==> config.mk <==
export PLATFORM = sky130hd
export DESIGN_NAME = iis_tx_frame
export DESIGN_NICKNAME = d
export VERILOG_FILES = /design/src/rtl/iis_tx_frame.sv
export SDC_FILE = /design/constraint.sdc
export NUM_CORES = 1
export LEC_CHECK = 0
export CORE_AREA = 2 2 120 122
export DETAILED_ROUTE_END_ITERATION = 8
export DIE_AREA = 0 0 122 124
export GPL_TIMING_DRIVEN = 0
export PLACE_DENSITY = 0.75
export SLEW_MARGIN = 20
export SYNTH_ARGS = -nofsm -noshare
export SYNTH_HDL_FRONTEND = slang
export SYNTH_SLANG_ARGS = --single-unit
==> constraint.sdc <==
create_clock -name bclk -period 4.2 [get_ports bclk]
set_clock_uncertainty 0.15 [all_clocks]
set_input_delay 0.84 -clock bclk [delete_from_list [all_inputs] [get_ports bclk]]
set_output_delay 0.84 -clock bclk [all_outputs]
set_load 0.01 [all_outputs]
==> src/rtl/iis_tx_frame.sv <==
// I2S master transmitter: 64-bclk frames, 32-bit left/right words MSB first,
// one-bit delay after each ws edge, single-entry sample holding register.
module iis_tx_frame #(
  parameter int UCNT_W = 8
) (
  input  logic              bclk,
  input  logic              rst_n,
  input  logic              enable,
  input  logic [31:0]       sample_L,
  input  logic [31:0]       sample_R,
  input  logic              sample_valid,
  output logic              sample_ready,
  output logic              ws,
  output logic              sdata,
  output logic              frame_start,
  output logic              underrun,
  output logic [UCNT_W-1:0] underrun_cnt
);

  typedef enum logic [1:0] {IDLE, RUN, DRAIN} state_e;

  state_e              state_q, state_d;
  logic [5:0]          c_q, c_d;
  logic                full_q, full_d;
  logic [31:0]         holdL_q, holdR_q, holdL_d, holdR_d;
  logic [31:0]         shL_q, shR_q, shL_d, shR_d;
  logic                ws_q, ws_d, sdata_q, sdata_d, fs_q, fs_d, und_q, und_d;
  logic [UCNT_W-1:0]   cnt_q, cnt_d;
  logic                load, accept;
  logic [5:0]          offL, offR;

  always_ff @(posedge bclk or negedge rst_n) begin
    if (!rst_n) begin
      state_q <= IDLE;
      c_q     <= '0;
      full_q  <= 1'b0;
      holdL_q <= '0;
      holdR_q <= '0;
      shL_q   <= '0;
      shR_q   <= '0;
      ws_q    <= 1'b1;
      sdata_q <= 1'b0;
      fs_q    <= 1'b0;
      und_q   <= 1'b0;
      cnt_q   <= '0;
    end else begin
      state_q <= state_d;
      c_q     <= c_d;
      full_q  <= full_d;
      holdL_q <= holdL_d;
      holdR_q <= holdR_d;
      shL_q   <= shL_d;
      shR_q   <= shR_d;
      ws_q    <= ws_d;
      sdata_q <= sdata_d;
      fs_q    <= fs_d;
      und_q   <= und_d;
      cnt_q   <= cnt_d;
    end
  end

  // A frame, once started, always runs to c=63; enable is only honoured there.
  always_comb begin
    state_d = state_q;
    c_d     = '0;
    case (state_q)
      IDLE:  if (enable) state_d = RUN;
      RUN: begin
        if (c_q == 6'd63 && !enable) state_d = DRAIN;
        else                         c_d     = c_q + 6'd1;
      end
      DRAIN: state_d = IDLE;
      default: state_d = IDLE;
    endcase
  end

  // Outputs are computed from next-state values so the registered pins line
  // up with the counter value of the cycle they are driven in.
  always_comb begin
    load    = (state_q == RUN) && (c_q == 6'd0);
    accept  = sample_valid && !full_q;
    holdL_d = accept ? sample_L : holdL_q;
    holdR_d = accept ? sample_R : holdR_q;
    full_d  = accept ? 1'b1 : (load ? 1'b0 : full_q);
    shL_d   = shL_q;
    shR_d   = shR_q;
    if (load) begin
      shL_d = full_q ? holdL_q : '0;
      shR_d = full_q ? holdR_q : '0;
    end
    und_d = load && !full_q;
    cnt_d = (und_d && cnt_q != {UCNT_W{1'b1}}) ? cnt_q + 1'b1 : cnt_q;
    offL  = 6'd32 - c_d;
    offR  = 6'd0 - c_d;
    ws_d  = !((state_d == RUN) && !c_d[5]);
    fs_d  = (state_d == RUN) && (c_d == 6'd0);
    sdata_d = 1'b0;
    case (state_d)
      RUN: begin
        // c=0 carries the previous frame's right LSB; none exists coming out of IDLE
        if (c_d == 6'd0)       sdata_d = (state_q == RUN) && shR_d[0];
        else if (c_d <= 6'd32) sdata_d = shL_d[offL[4:0]];
        else                   sdata_d = shR_d[offR[4:0]];
      end
      DRAIN:   sdata_d = shR_d[0];
      default: sdata_d = 1'b0;
    endcase
  end

  assign sample_ready = !full_q;
  assign ws           = ws_q;
  assign sdata        = sdata_q;
  assign frame_start  = fs_q;
  assign underrun     = und_q;
  assign underrun_cnt = cnt_q;

endmodule

After elaboration in Yosys (flattened, before gate mapping)
Cells that the tools add are included.

Memory bits (writable): 0. Bits in read-only memories: 0. Flip-flop bits (word level): 149. Bits of input ports: 68. Memories kept: 0. Output and inout bits: 13. Bits in latches: 0. Logic and storage cells: 58.

Eq/ne operators: 5. Multiplexer cells: 18. Divide/modulo/power cells: 0. Shift operators: 0. Add/sub/neg operators: 4. Order comparisons: 3. Bitwise operators: 0. Reductions and logical operators: 16. $mul: 0.

Operators by type and width (count): 32-bit two-way mux (4); 6-bit logical NOT (2); 5-bit by 6-bit < comparator with 1-bit output (second input constant) (2); 6-bit two-way mux (2); 1-bit binary-select mux with 5-bit select (2); 1-bit by 5-bit subtractor with 5-bit output (first input constant) (2); 8-bit by 1-bit adder with 8-bit output (second input constant) (1); 1-bit logical AND (8); 8-bit inequality test (second input constant) (1); 6-bit by 1-bit adder with 6-bit output (second input constant) (1); 6-bit equality test (second input constant) (1); 6-bit less-or-equal comparator (second input constant) (1); 1-bit two-way mux (6); 2-bit by 1-bit equality test with 1-bit output (second input constant) (2); 1-bit logical NOT (4); 2-bit two-way mux (2); 2-bit case mux with 2 select lines (1); 2-bit equality test (second input constant) (1); 2-bit logical NOT (1); 1-bit case mux with 2 select lines (1); 2-bit nonzero test (1).

Longest topological paths before layout
Word-level depth: 10. Mapped depth: 17. Mapped depth without buffers: 13.

Worst setup path after synthesis
Ideal clock, no wire load.

Kind: input to register. Start point: input port enable. End point: register sdata_q (netlist: sdata). Path slack: -175 ps. Stages on the path: 15. Library setup time: 131 ps. Data arrival time: 4093 ps. Data required time: 3919 ps. Buffers on the path: 3. Cell sequence: nand3b_1 > o21ai_1 > nor2_1 > clkinv_1 > ha_1 > or3_1 > buf_2 > and2_4 > buf_6 > buf_6 > mux2_1 > mux4_2 > a41oi_1 > a22o_1 > a311oi_1.

Longest elaborated chain between the ends: 10. Elaborated cells between the ends (all ways): 20. Those cells by class: 2 x add/sub; 1 x order compare; 2 x eq/ne; 12 x mux; 3 x reduce/logical.

RTL lines: start: declaration (RTL line 8) `input logic enable,`; 1-bit logical NOT (RTL line 69) `if (c_q == 6'd63 && !enable) state_d = DRAIN;`; 1-bit logical AND (RTL line 69); 6-bit two-way mux (RTL line 69); 6-bit two-way mux (RTL line 66) `case (state_q)`; 1-bit by 5-bit subtractor with 5-bit output (RTL line 93, 94); 1-bit binary-select mux with 5-bit select, on equally long branches (RTL line 103, 102); 1-bit two-way mux, on equally long branches (RTL line 103, 102); 1-bit two-way mux (RTL line 102) `else if (c_d <= 6'd32) sdata_d = shL_d[offL[4:0]];`; 1-bit two-way mux (RTL line 101) `if (c_d == 6'd0) sdata_d = (state_q == RUN) && shR_d[0];`; 1-bit case mux with 2 select lines * (RTL line 98) `case (state_d)`; net sdata_d (RTL line 27) `logic ws_q, ws_d, sdata_q, sdata_d, fs_q, fs_d, und_q, und_d;`; end signal: assignment (RTL line 55) `sdata_q <= sdata_d;`; end: declaration (RTL line 27).

Mark *: on every way through the listed nets, which the timed path passes. The rest lies on a longest branch. The select of a mux whose other input is x is not followed. A chain may end at the register's enable or synchronous reset.

Worst setup path in the final report
Start point: register c_q[0]. End point: register sdata_q (netlist: sdata).

Longest elaborated chain between the ends: 10. Elaborated cells between the ends (all ways): 25. Those cells by class: 3 x add/sub; 1 x order compare; 3 x eq/ne; 13 x mux; 5 x reduce/logical.

RTL lines: start: declaration (RTL line 23) `logic [5:0] c_q, c_d;`; start signal: assignment (RTL line 35) `c_q <= '0;`; start signal: assignment (RTL line 48) `c_q <= c_d;`; parallel branches: the longest is 9 deep, another holds 6-bit by 1-bit adder with 6-bit output; 1-bit case mux with 2 select lines * (RTL line 98); net sdata_d (RTL line 27).

Mark *: on every way through the listed nets, which the timed path passes. The select of a mux whose other input is x is not followed.

==> impl_metrics.py <==
metrics = {
    "outcome": {
        "status": "finished, final reports clean",
    },
    "clock_tree": {
        "clockBufferDepth": 2,
        "clock_sinks": 149,
        "clkLatencyLatePin_ns": 0.42,
        "cts_buffers": 17,
        "path_clk_slew_ns": 0.06,
        "root_buffer": "clkbuf_16",
        "h-tree-depth": 4,
        "cts_tree": "done",
    },
    "power": {
        "internal_power_uw": 4760,
        "ir_worst_vdd_uv": 428,
        "p_leak_uw": 0.00381,
        "powerDensity_nw_per_um2": 840,
        "power_uw": 7280,
        "p_switching_uw": 2520,
        "pwr-share-clk_pct": 22.7,
        "switching_share_pct": 34.6,
        "pwr-share-comb_pct": 44.4,
        "seqPwrFrac_pct": 32.9,
    },
    "sta": {
        "max_freq_mhz": 253,
        "finalHoldViolations": 0,
        "fin_crit_ns": 3.96,
        "rsz0062_at_grt": "false",
        "slew_headroom_pct": 34.5,
        "finalCritPeriodShare_pct": 94.2,
        "setup_violations": 0,
        "drv_slew": 0,
        "final.setup.tns_ns": 0,
        "worst_slew_pin_slew_ns": 0.977,
    },
    "worst_setup_path": {
        "crit_type": "reg -> reg",
        "crit_path_start_kind": "register",
        "timing.critical_path.cells": "ha_1, nand3_2, o21ai_4, nor2_4, clkinv_4, ha_4, or3_4, buf_6, and2_4, buf_6, buf_6, mux2i_2, mux4_2, o31a_1, a22o_1, a311oi_1",
        "endpoint_kind": "register",
        "critPathMostFrequentCell": "buf_6",
        "critical_path.top_delay_family": "simple AND/OR/NAND/NOR gates",
        "cp.arrival_ns": 4.13,
        "worst_path_max_delay_cell": "mux4_2",
        "crit_path_max_fanout": 10,
        "crit_required_ns": 4.37,
        "cp_slowest_stage_delay_ns": 0.47,
        "path_buf_inv": 4,
    },
    "yosys": {
        "syn_area_sq_um": 6870,
        "syn_nets": 649,
        "ys_async_sr_fraction_pct": 100,
        "ys.flop_type": "dfrtp_1",
        "synth-seq-cells": 149,
        "yosysTopAreaCellShare_pct": 53.9,
        "synth_commonest_cells": "dfrtp_1 (148), mux2_2 (73), nand2_1 (64)",
        "synth.avg_cell_area_sq_um": 11.9,
        "syn_inst": 575,
        "yosysTopAreaCell": "dfrtp_1",
        "synthDistinctLibCells": 53,
        "synth.top_cells.by_area": "dfrtp_1 (54%), mux2_2 (12%), nand2_1 (3.5%)",
        "yosysMostFrequentCell": "dfrtp_1",
        "yosysWarnings": 0,
        "ys_seq_area_share_pct": 54.3,
        "synth_edf_count": 0,
    },
    "finish": {
        "final_net_count": 752,
        "fin_cells": 871,
        "post-route-util_pct": 63.2,
        "layout-drive-gt1-share_pct": 24.0,
        "area_growth_pct": 26.2,
        "fill_cells": 1061,
        "multi_input_area_sq_um": 2890,
        "n_antenna_cell": 0,
        "regArea_sq_um": 3730,
    },
    "grt": {
        "grt_max_degree": 98,
        "grt_pass1_wl_mm": 25.7,
        "overflow": 0,
        "grt_pass1_vias": 5134,
        "grt_antenna_before_repair": 0,
        "grt_use_total_pct": 22.6,
    },
    "place": {
        "dp.cells": 836,
        "gp_congestion": 0.850,
        "hpwlAfterDp_mm": 11.0,
        "portBuffers": 80,
    },
    "floorplan": {
        "ios": 81,
        "die-height_microns": 124,
        "dieWidth_microns": 122,
        "fp-row-count": 43,
        "core_region_area_sq_um": 13700,
        "start_util_pct": 50.1,
        "dieArea_sq_um": 15100,
    },
    "drt": {
        "drt_first_pass_iters": 5,
        "drtIter0Drc": 366,
        "routed_via_density": 5.59,
        "wl_per_cell_microns": 18.1,
        "wirelength_mm": 15.8,
        "ant_nets": 0,
        "drc": 0,
        "route.vias.total": 4869,
    },
    "min_path": {
        "hp-class": "in -> async",
    },
    "flow_run": {
        "drv_cap": 0,
    },
}
==> worst reg2reg max path: cells and delay by family (launching register included) <==
kind	cells	cell delay (ns)
AOI/OAI and AO/OA	4	0.78
adders and majority gates	2	0.47
DFF	1	0.45
muxes	2	0.64
and+or+nand+nor	4	0.87
buffers and inverters	4	0.50
==> per-layer routing <==
layer,part of all wire [%],global-route usage (%)
met1,44,29.3
met2,47,36.6
met3,5.7,5.54
met4,3.2,9.34
met5,0,0
==> flip-flops by register name, summed over array words and instances, names as in the netlist <==
name          flops
shR_q            32
c_q               6
sdata             1
state_q           2
full_q            1
holdR_q          32
holdL_q          32
shL_q            32
frame_start       1
ws                1
underrun          1
underrun_cnt      8
==> per-stage QoR <==
| step | hold WS, ns | setup WS, ns | area [sq um] |
|---|---|---|---|
| 3_5_place_dp | 0.300 | -1.03 | 7930 |
| 5_1_grt | 0.207 | 0.101 | 8670 |
| 2_1_floorplan | 0.279 | 0.0551 | 6870 |
| 6_report | 0.185 | 0.245 | 8670 |
| 4_1_cts | 0.188 | 0.00238 | 8620 |
| 3_3_place_gp | 0.296 | -3.59 | 7900 |
==> cell usage in the layout, fill, tap and decap left out, types with 8 or more instances in the layout <==
cell type / count
mux4_2: 10
nand3_1: 18
a21boi_0: 30
clkbuf_16: 17
inv_1: 29
clkdlybuf4s50_1: 78
nand2_1: 64
nor2_1: 12
mux2i_1: 14
xnor2_1: 9
a31o_2: 22
mux2_2: 73
o21ai_0: 18
dfrtp_1: 148
a31oi_1: 8
clkbuf_1: 27
==> power by group through the flow <==
stage / Sequential, uW / Clock (uW) / Combinational, uW
2_1_floorplan: 2300 / 0 / 2310
3_3_place_gp: 2390 / 0 / 2970
3_5_place_dp: 2410 / 0 / 3060
4_1_cts: 2400 / 1680 / 3140
5_1_grt: 2470 / 1760 / 3530
6_report: 2400 / 1650 / 3230
==> final cells by class <==
type,count,share of cell area [%]
clock buffer,20,5.15
buffer,39,2.25
clock inverter,12,2.32
sequential,149,43.0
multi-input combinational,357,33.4
inverter,30,1.36
timing repair buffer,84,9.90
tap,180,2.60
==> worst paths after layout <==
path,start,to,cells after the start,slack [ns]
setup / recovery,c_q[0],sdata,16,0.24
hold / removal,rst_n,holdR_q[6],1,0.19
setup reg to reg,c_q[0],sdata,16,0.24
hold reg to reg,shR_q[31],shR_q[31],2,0.31
max in group asynchronous,rst_n,c_q[0],2,2.90
min in group bclk,shR_q[31],shR_q[31],2,0.31
==> timing repair <==
action                                  in CTS  in global routing
pin swaps                                    1                  2
endpoints found under the setup margin       1                  1
hold buffers                                 0                  0
gates resized for setup                      4                 11
buffers inserted                             3                  0
==> logic make-up (layout without fill, tap and decap cells) <==
kind of cell    Yosys count  after routing  share of synthesized area (%)
flops                   149            149                           54.3
xor+xnor                 11             11                           1.40
fa+ha+maj                 6              6                           1.09
compound gates          117            117                           12.6
buf+inv                  69            185                           4.39
simple gates            120            120                           7.94
mux                     103            103                           18.3
(Power assumes the default switching activity.)
